<file path="src/rtl/cacheline_adapter.sv">
// cacheline_adapter: turns one 256-bit cache line read/write into a 4-beat
// 64-bit burst on the main-memory side, then pulses pmem_resp for one cycle.
//
// Handshake: a cache request (pmem_read/pmem_write) is held until pmem_resp;
// a burst strobe (burst_read/burst_write) is held for the whole burst and a
// beat moves only in a cycle where burst_resp=1 while the strobe is high.
module cacheline_adapter #(
  parameter int LINE_W = 256,
  parameter int BEAT_W = 64
) (
  input  logic              clk,
  input  logic              rst,
  input  logic              pmem_read,
  input  logic              pmem_write,
  input  logic [31:0]       pmem_address,
  input  logic [LINE_W-1:0] pmem_wdata,
  output logic [LINE_W-1:0] pmem_rdata,
  output logic              pmem_resp,
  output logic              burst_read,
  output logic              burst_write,
  output logic [31:0]       burst_address,
  output logic [BEAT_W-1:0] burst_wdata,
  input  logic [BEAT_W-1:0] burst_rdata,
  input  logic              burst_resp,
  output logic [1:0]        dbg_state,
  output logic [1:0]        dbg_beat
);

  typedef enum logic [1:0] {
    S_IDLE  = 2'd0,
    S_READ  = 2'd1,
    S_WRITE = 2'd2,
    S_DONE  = 2'd3
  } state_e;

  state_e              state_q, state_d;
  logic [1:0]          beat_q, beat_d;
  logic [LINE_W-1:0]   line_q, line_d;    // assembled read line
  logic [LINE_W-1:0]   wline_q, wline_d;  // latched write line
  logic [31:0]         addr_q, addr_d;

  // Line offset bits are not part of the burst address.
  logic unused_addr_bits;
  assign unused_addr_bits = ^pmem_address[4:0];

  // State, beat counter, line buffers and latched address.
  always_ff @(posedge clk) begin
    if (rst) begin
      state_q <= S_IDLE;
      beat_q  <= 2'd0;
      line_q  <= '0;
      wline_q <= '0;
      addr_q  <= '0;
    end else begin
      state_q <= state_d;
      beat_q  <= beat_d;
      line_q  <= line_d;
      wline_q <= wline_d;
      addr_q  <= addr_d;
    end
  end

  // Next-state logic: accept in IDLE (write has priority), count beats, finish in DONE.
  always_comb begin
    state_d = state_q;
    beat_d  = beat_q;
    line_d  = line_q;
    wline_d = wline_q;
    addr_d  = addr_q;
    case (state_q)
      S_IDLE: begin
        if (pmem_write) begin
          addr_d  = {pmem_address[31:5], 5'b0};
          wline_d = pmem_wdata;
          beat_d  = 2'd0;
          state_d = S_WRITE;
        end else if (pmem_read) begin
          addr_d  = {pmem_address[31:5], 5'b0};
          beat_d  = 2'd0;
          state_d = S_READ;
        end
      end
      S_READ: begin
        if (burst_resp) begin
          line_d[int'(beat_q)*BEAT_W +: BEAT_W] = burst_rdata;
          beat_d = beat_q + 2'd1;
          if (beat_q == 2'd3) state_d = S_DONE;
        end
      end
      S_WRITE: begin
        if (burst_resp) begin
          beat_d = beat_q + 2'd1;
          if (beat_q == 2'd3) state_d = S_DONE;
        end
      end
      S_DONE: begin
        state_d = S_IDLE;
      end
      default: begin
        state_d = S_IDLE;
      end
    endcase
  end

  // Strobes and response decode from state only; write beat is a slice of the latched line.
  always_comb begin
    burst_read    = (state_q == S_READ);
    burst_write   = (state_q == S_WRITE);
    pmem_resp     = (state_q == S_DONE);
    burst_wdata   = '0;
    if (state_q == S_WRITE) burst_wdata = wline_q[int'(beat_q)*BEAT_W +: BEAT_W];
    burst_address = addr_q;
    pmem_rdata    = line_q;
    dbg_state     = state_q;
    dbg_beat      = beat_q;
  end

endmodule

</file>
<file path="config.mk">
export PLATFORM = sky130hd
export DESIGN_NAME = cacheline_adapter
export DESIGN_NICKNAME = d
export VERILOG_FILES = /design/src/rtl/cacheline_adapter.sv
export SDC_FILE = /design/constraint.sdc
export NUM_CORES = 1
export LEC_CHECK = 0
export CAP_MARGIN = 20
export CORE_AREA = 2 2 282 284
export CTS_CLUSTER_SIZE = 30
export DETAILED_ROUTE_END_ITERATION = 10
export DIE_AREA = 0 0 284 286
export SLEW_MARGIN = 30
export SYNTH_ARGS = -nofsm -noshare
export SYNTH_HDL_FRONTEND = slang
export SYNTH_SLANG_ARGS = --single-unit
</file>
<file path="constraint.sdc">
create_clock -name clk -period 5.99 [get_ports clk]
set_input_delay 1.4975 -clock clk [delete_from_list [all_inputs] [get_ports clk]]
set_output_delay 1.4975 -clock clk [all_outputs]
set_load 0.03 [all_outputs]
</file>
* After elaboration in Yosys (flattened, before gate mapping)
Cells that the tools add are included.
Cells by class: multiplexer cells 13, shift-type cells 3, equality and inequality tests 7, bitwise gates (word level) 0, add/sub/neg operators 2, order comparisons 0, reduce and logical (&&, ||, !) cells 9, divide/modulo/power cells 0, $mul 0
Operators with widths (count):
- 256-bit bitwise mux | 1
- 64-bit by 33-bit variable shift with 256-bit output (first input constant) | 1
- 256-bit by 9-bit variable part select with 64-bit output | 1
- 64-bit by 33-bit variable part select with 256-bit output | 1
- 32-bit 2-to-1 mux | 2
- 64-bit 2-to-1 mux | 1
- 8-bit negator with 33-bit output | 1
- 2-bit 2-to-1 mux | 7
- 2-bit == test (second input constant) | 3
- 2-bit case mux with 3 select lines | 1
- 2-bit AND reduction | 3
- 3-bit AND reduction | 2
- 2-bit by 1-bit != test with 1-bit output (second input constant) | 2
- 2-bit case mux with 2 select lines | 1
- 2-bit nonzero test | 2
- 3-bit != test (second input constant) | 1
- 2-bit by 1-bit adder with 2-bit output (second input constant) | 1
- 2-bit by 1-bit == test with 1-bit output (second input constant) | 1
- 2-bit zero test | 1
- 2-bit OR reduction | 1
Word-level totals: output and inout port bits 359, bits in read-only memories 0, register bits 548, bits of input ports 357, memories 0, RAM bits 0, bits in latches 0

* Logic depth before layout (Yosys ltp)
word-level depth 4, depth in mapped cells 11

* Worst setup path after synthesis
Ideal clock, no wire load.
path kind register to output, start register beat_q[0] (netlist: dbg_beat[0]), end output burst_wdata[35], required time 4.493 ns, arrival 1.825 ns, buffers on the path 3, stages on the path, launching flop included 6, setup slack 2.668 ns, path through dfxtp_1 buf_6 buf_6 buf_6 mux4_2 and2_1
On the way: longest elaborated chain between the ends 2
Ends and longest elaborated chain:
- from (decl) | line 37 | logic [1:0] beat_q, beat_d;
- from (signal assigned) | line 56 | beat_q <= beat_d;
- 256-bit by 9-bit variable part select with 64-bit output | line 111 | if (state_q == S_WRITE) burst_wdata = wline_q[int'(beat_q)*BEAT_W +: BEAT_W];
- 64-bit 2-to-1 mux | line 111
- to (decl) | line 22 | output logic [BEAT_W-1:0] burst_wdata,
No other way between the ends.

* Worst setup path in the final report
start register state_q[0] (netlist: dbg_state[0]), end output burst_wdata[59]
On the way: longest elaborated chain between the ends 2
Ends and longest elaborated chain:
- from (decl) | line 36 | state_e state_q, state_d;
- from (signal assigned) | line 55 | state_q <= state_d;
- 2-bit == test | line 111
- 64-bit 2-to-1 mux | line 111
No other way between the ends.

==> metrics list <==
* Result of the run: finished, final reports clean
* Final standard cell area without fillers: 31200 um^2
- Total clock buffers created by CTS: 61
- The worst hold path terminates at wline_q[167].
- Top flip-flop cell by instance count after synthesis: dfxtp_1
- The synthesized design contains 543 register bits.
* Post-Place Worst Slack: about 1.7 ns
* Critical-path maximum fanout: 33
* Latest clock arrival within the worst-skew pair: around 0.63 ns
* Initial core utilization: between 20 and 30%
* Crit path largest cell delay: ~0.74 ns
- Post-layout nets: ~3300
- Gates resized, CTS repair: 0
- During I/O placement, the number of pins put on the boundary was between 700 and 800.
* Post-CTS setup-driven buffer insertion count: 0
- Count of TritonRoute iterations in the first routing pass: 5
- Die outline area: ~81000 um^2
- First-pass GRT wire length: about 120000 um
* Most frequent cells in the layout: 704 x clkdlybuf4s50_1, 670 x nand2_1, 541 x dfxtp_1
* Horizontal die dimension: 284 um
* Slew @ Worst Pin: about 1.1 ns
* Total negative slack for setup checks: 0 ns
- Summing the sequential cell areas from Yosys gives 50.8% of the chip area.
- Cell depth of the worst min-delay path: 2
- The placed instances occupy a cell area of between 20000 and 30000 um^2.
- The worst setup path is of the register to output port kind.
* Path category of the worst min-delay check: register to register
* Largest net degree at the start of global routing: between 150 and 200
* R2R Path Start: dbg_beat[1]
* Cell at the root of the clock tree: clkbuf_16
- Input and output buffers added on the ports amount to 705.
- Area of the mapped netlist: about 21000 um^2
* HP Start: wline_q[167]
* Floorplan core area: 78400 um^2
* Post-synthesis async set-or-reset flop share: 0%
- Filler Cells Inserted: approximately 8000
- The signal on the critical path passes through inv_1, ha_2, buf_4, and2_1, clkdlybuf4s50_1.
- The worst setup path is captured at an output port.
- Yosys mapped a number of flops with a built-in enable equal to 0.
* Number of core rows: slightly above 100
- Height of the die: around 290 um
* Via count of the routed design: 19200
- Count of final hold-check violations: 0
* DR iter-0 viols: 1122
- Final setup violation count: 0
- In this run the mean area of a mapped cell was 9.13 um^2.
- The largest individual stage delay along the critical path comes from the cell ha_2.
- Congestion Overflow GR: 0
* Count of distinct cell types in the synthesized netlist: 37
* Most common cell after layout, fill and taps aside: clkdlybuf4s50_1
- DR vias/cell: approximately 4.7
- Sorting the synthesized cells by area gives the leading types as dfxtp_1 51%, nand2_1 12%, a21oi_1 7.6%.
- Across all setup checks in the final design, the least slack found is 1.28 ns.
* Maximum clock skew at final layout: around 0.012 ns
* Maximum clock path buffer count: 3
- Post-layout min period: 4.71 ns
* RSZ-0062 raised after global routing: false
- Share of cells above drive strength 1: ~11%
- CP Data Required Time: between 4 and 5 ns
- Across all hold checks on the routed design, the worst slack comes to 0.450 ns.
* Setup slack of the worst register-to-register path: 2.84 ns
- Path depth of the worst reg2reg path: 7
- STA classifies the critical path startpoint as a register.
* Residual antenna-violating net count after detailed routing: 0
* Via count of the first global-routing pass: approximately 19000
- The tool flagged a number of max-cap violations equal to 0.
* Maximum achievable frequency: 212 MHz
- Worst slew slack as a fraction of its limit: between 20% and 30%
- GR Util All Layers: a little under a fifth
- In the finished design, the share of the clock period the worst path needs comes to about 79%.
* Total wire length after detailed routing: slightly below 80000 um
- The number of antenna violations at the first check in global routing came to 7.
* Power density cells: approximately 360 nW/um^2
- Area overhead of the layout relative to synthesis: 45.7%
- CTS Sinks: about 540
- CTS tree: done
- Hpwl dp: approximately 52000 um
* Cell accounting for the most synthesized area: dfxtp_1
- In the routed design, unresolved DRC markers number 0.
- During synthesis, Yosys emitted a total of 0 warnings.
* Fraction of synthesized cell area taken by the top area cell type: roughly 51%
* Crit Reg-Reg Endpoint: pmem_rdata[222]
- Synthesized netlist cell count: around 2300
* Final routed wire length divided by cell count: 19.5 um
* Clock transition at path regs: approximately 0.060 ns
- The congestion estimate from routability-driven global placement came to between 0.7 and 0.8.
* Arrival time at the worst endpoint: about 3.2 ns
- Max IR drop VDD: approximately 0.00044 V
* Reported leakage power: 10.7 nW
- Final slew viol count: 0
- Level count of the clock H-tree: 2
* Cts-stage hold buffer count: 0
## final cells by class
type / count / area, um^2 / area share, %
well taps: 1050 / 1310 / 4.21
diodes: 4 / 10.0 / 0.0321
repair buffers: 737 / 7400 / 23.7
inverters: 5 / 18.8 / 0.0602
multi-input cells: 1583 / 9550 / 30.6
clock inverters: 22 / 224 / 0.718
flip-flops and latches: 543 / 10900 / 34.9
clock buffers: 89 / 1800 / 5.78
## cell usage after synthesis, types with 13 or more instances
cell type,n
nand2_1,671
dfxtp_1,543
a21oi_1,325
clkbuf_1,114
a32oi_1,91
nor2_1,91
and2_1,66
buf_2,66
a22o_1,64
mux4_2,64
a21oi_2,61
nand3_2,60
nand3_1,45
buf_1,14
ha_1,13
## routing by layer
metal  global-route usage [%]  routed length (um)
met5                        0                  38
met4                     5.22                1910
met3                     5.71                6470
met2                     31.8               37900
met1                     22.4               32400
## power by group
group          leakage [nW]  switching, W  internal [W]
Sequential             4.42      0.000251       0.00401
Combinational          5.30       0.00198       0.00121
Clock                  1.00       0.00157       0.00221
Total                  10.7       0.00379       0.00743
## sequential cells by signal (all words and copies together), names as in the netlist
signal and cells:
wline_q 256, pmem_rdata 256, dbg_beat 2, dbg_state 2, burst_address 27
## critical path, delay by kind of cell (launching register included)
| family | cells | cell delay, ns |
|---|---|---|
| buf+inv | 3 | 1.25 |
| fa+ha+maj | 1 | 0.74 |
| flops | 1 | 0.38 |
| simple gates | 1 | 0.16 |
## worst max-delay path by stage
stage / startpoint / to / depth (start not counted)
floorplan: dbg_beat[0] / burst_wdata[35] / 5
global placement: dbg_beat[0] / burst_wdata[39] / 4
detailed placement: dbg_beat[0] / burst_wdata[39] / 4
CTS: dbg_beat[0] / burst_wdata[39] / 4
global route: dbg_state[0] / burst_wdata[42] / 5
finish: dbg_state[0] / burst_wdata[59] / 5
## stage by stage
step                      total power, W  util, %  std cells
after detailed placement         0.00755     37.2       3917
after floorplan                  0.00633        -       2348
after global routing              0.0118     39.8       4033
after CTS                         0.0113     39.8       4028
after global placement           0.00751     37.2       3917
final                             0.0112     39.8       4033
## cell families (layout without fill, tap and decap cells)
kind of cell / Yosys count / after routing / synth area share (%)
buf+inv: 222 / 853 / 5.14
flops: 543 / 543 / 50.8
fa+ha+maj: 13 / 13 / 0.760
mux: 64 / 64 / 6.73
simple gates: 949 / 949 / 19.8
other cells: 1 / 9 / 0.0175
compound gates: 552 / 552 / 16.8
No activity file was read; power rests on OpenSTA's default activity.
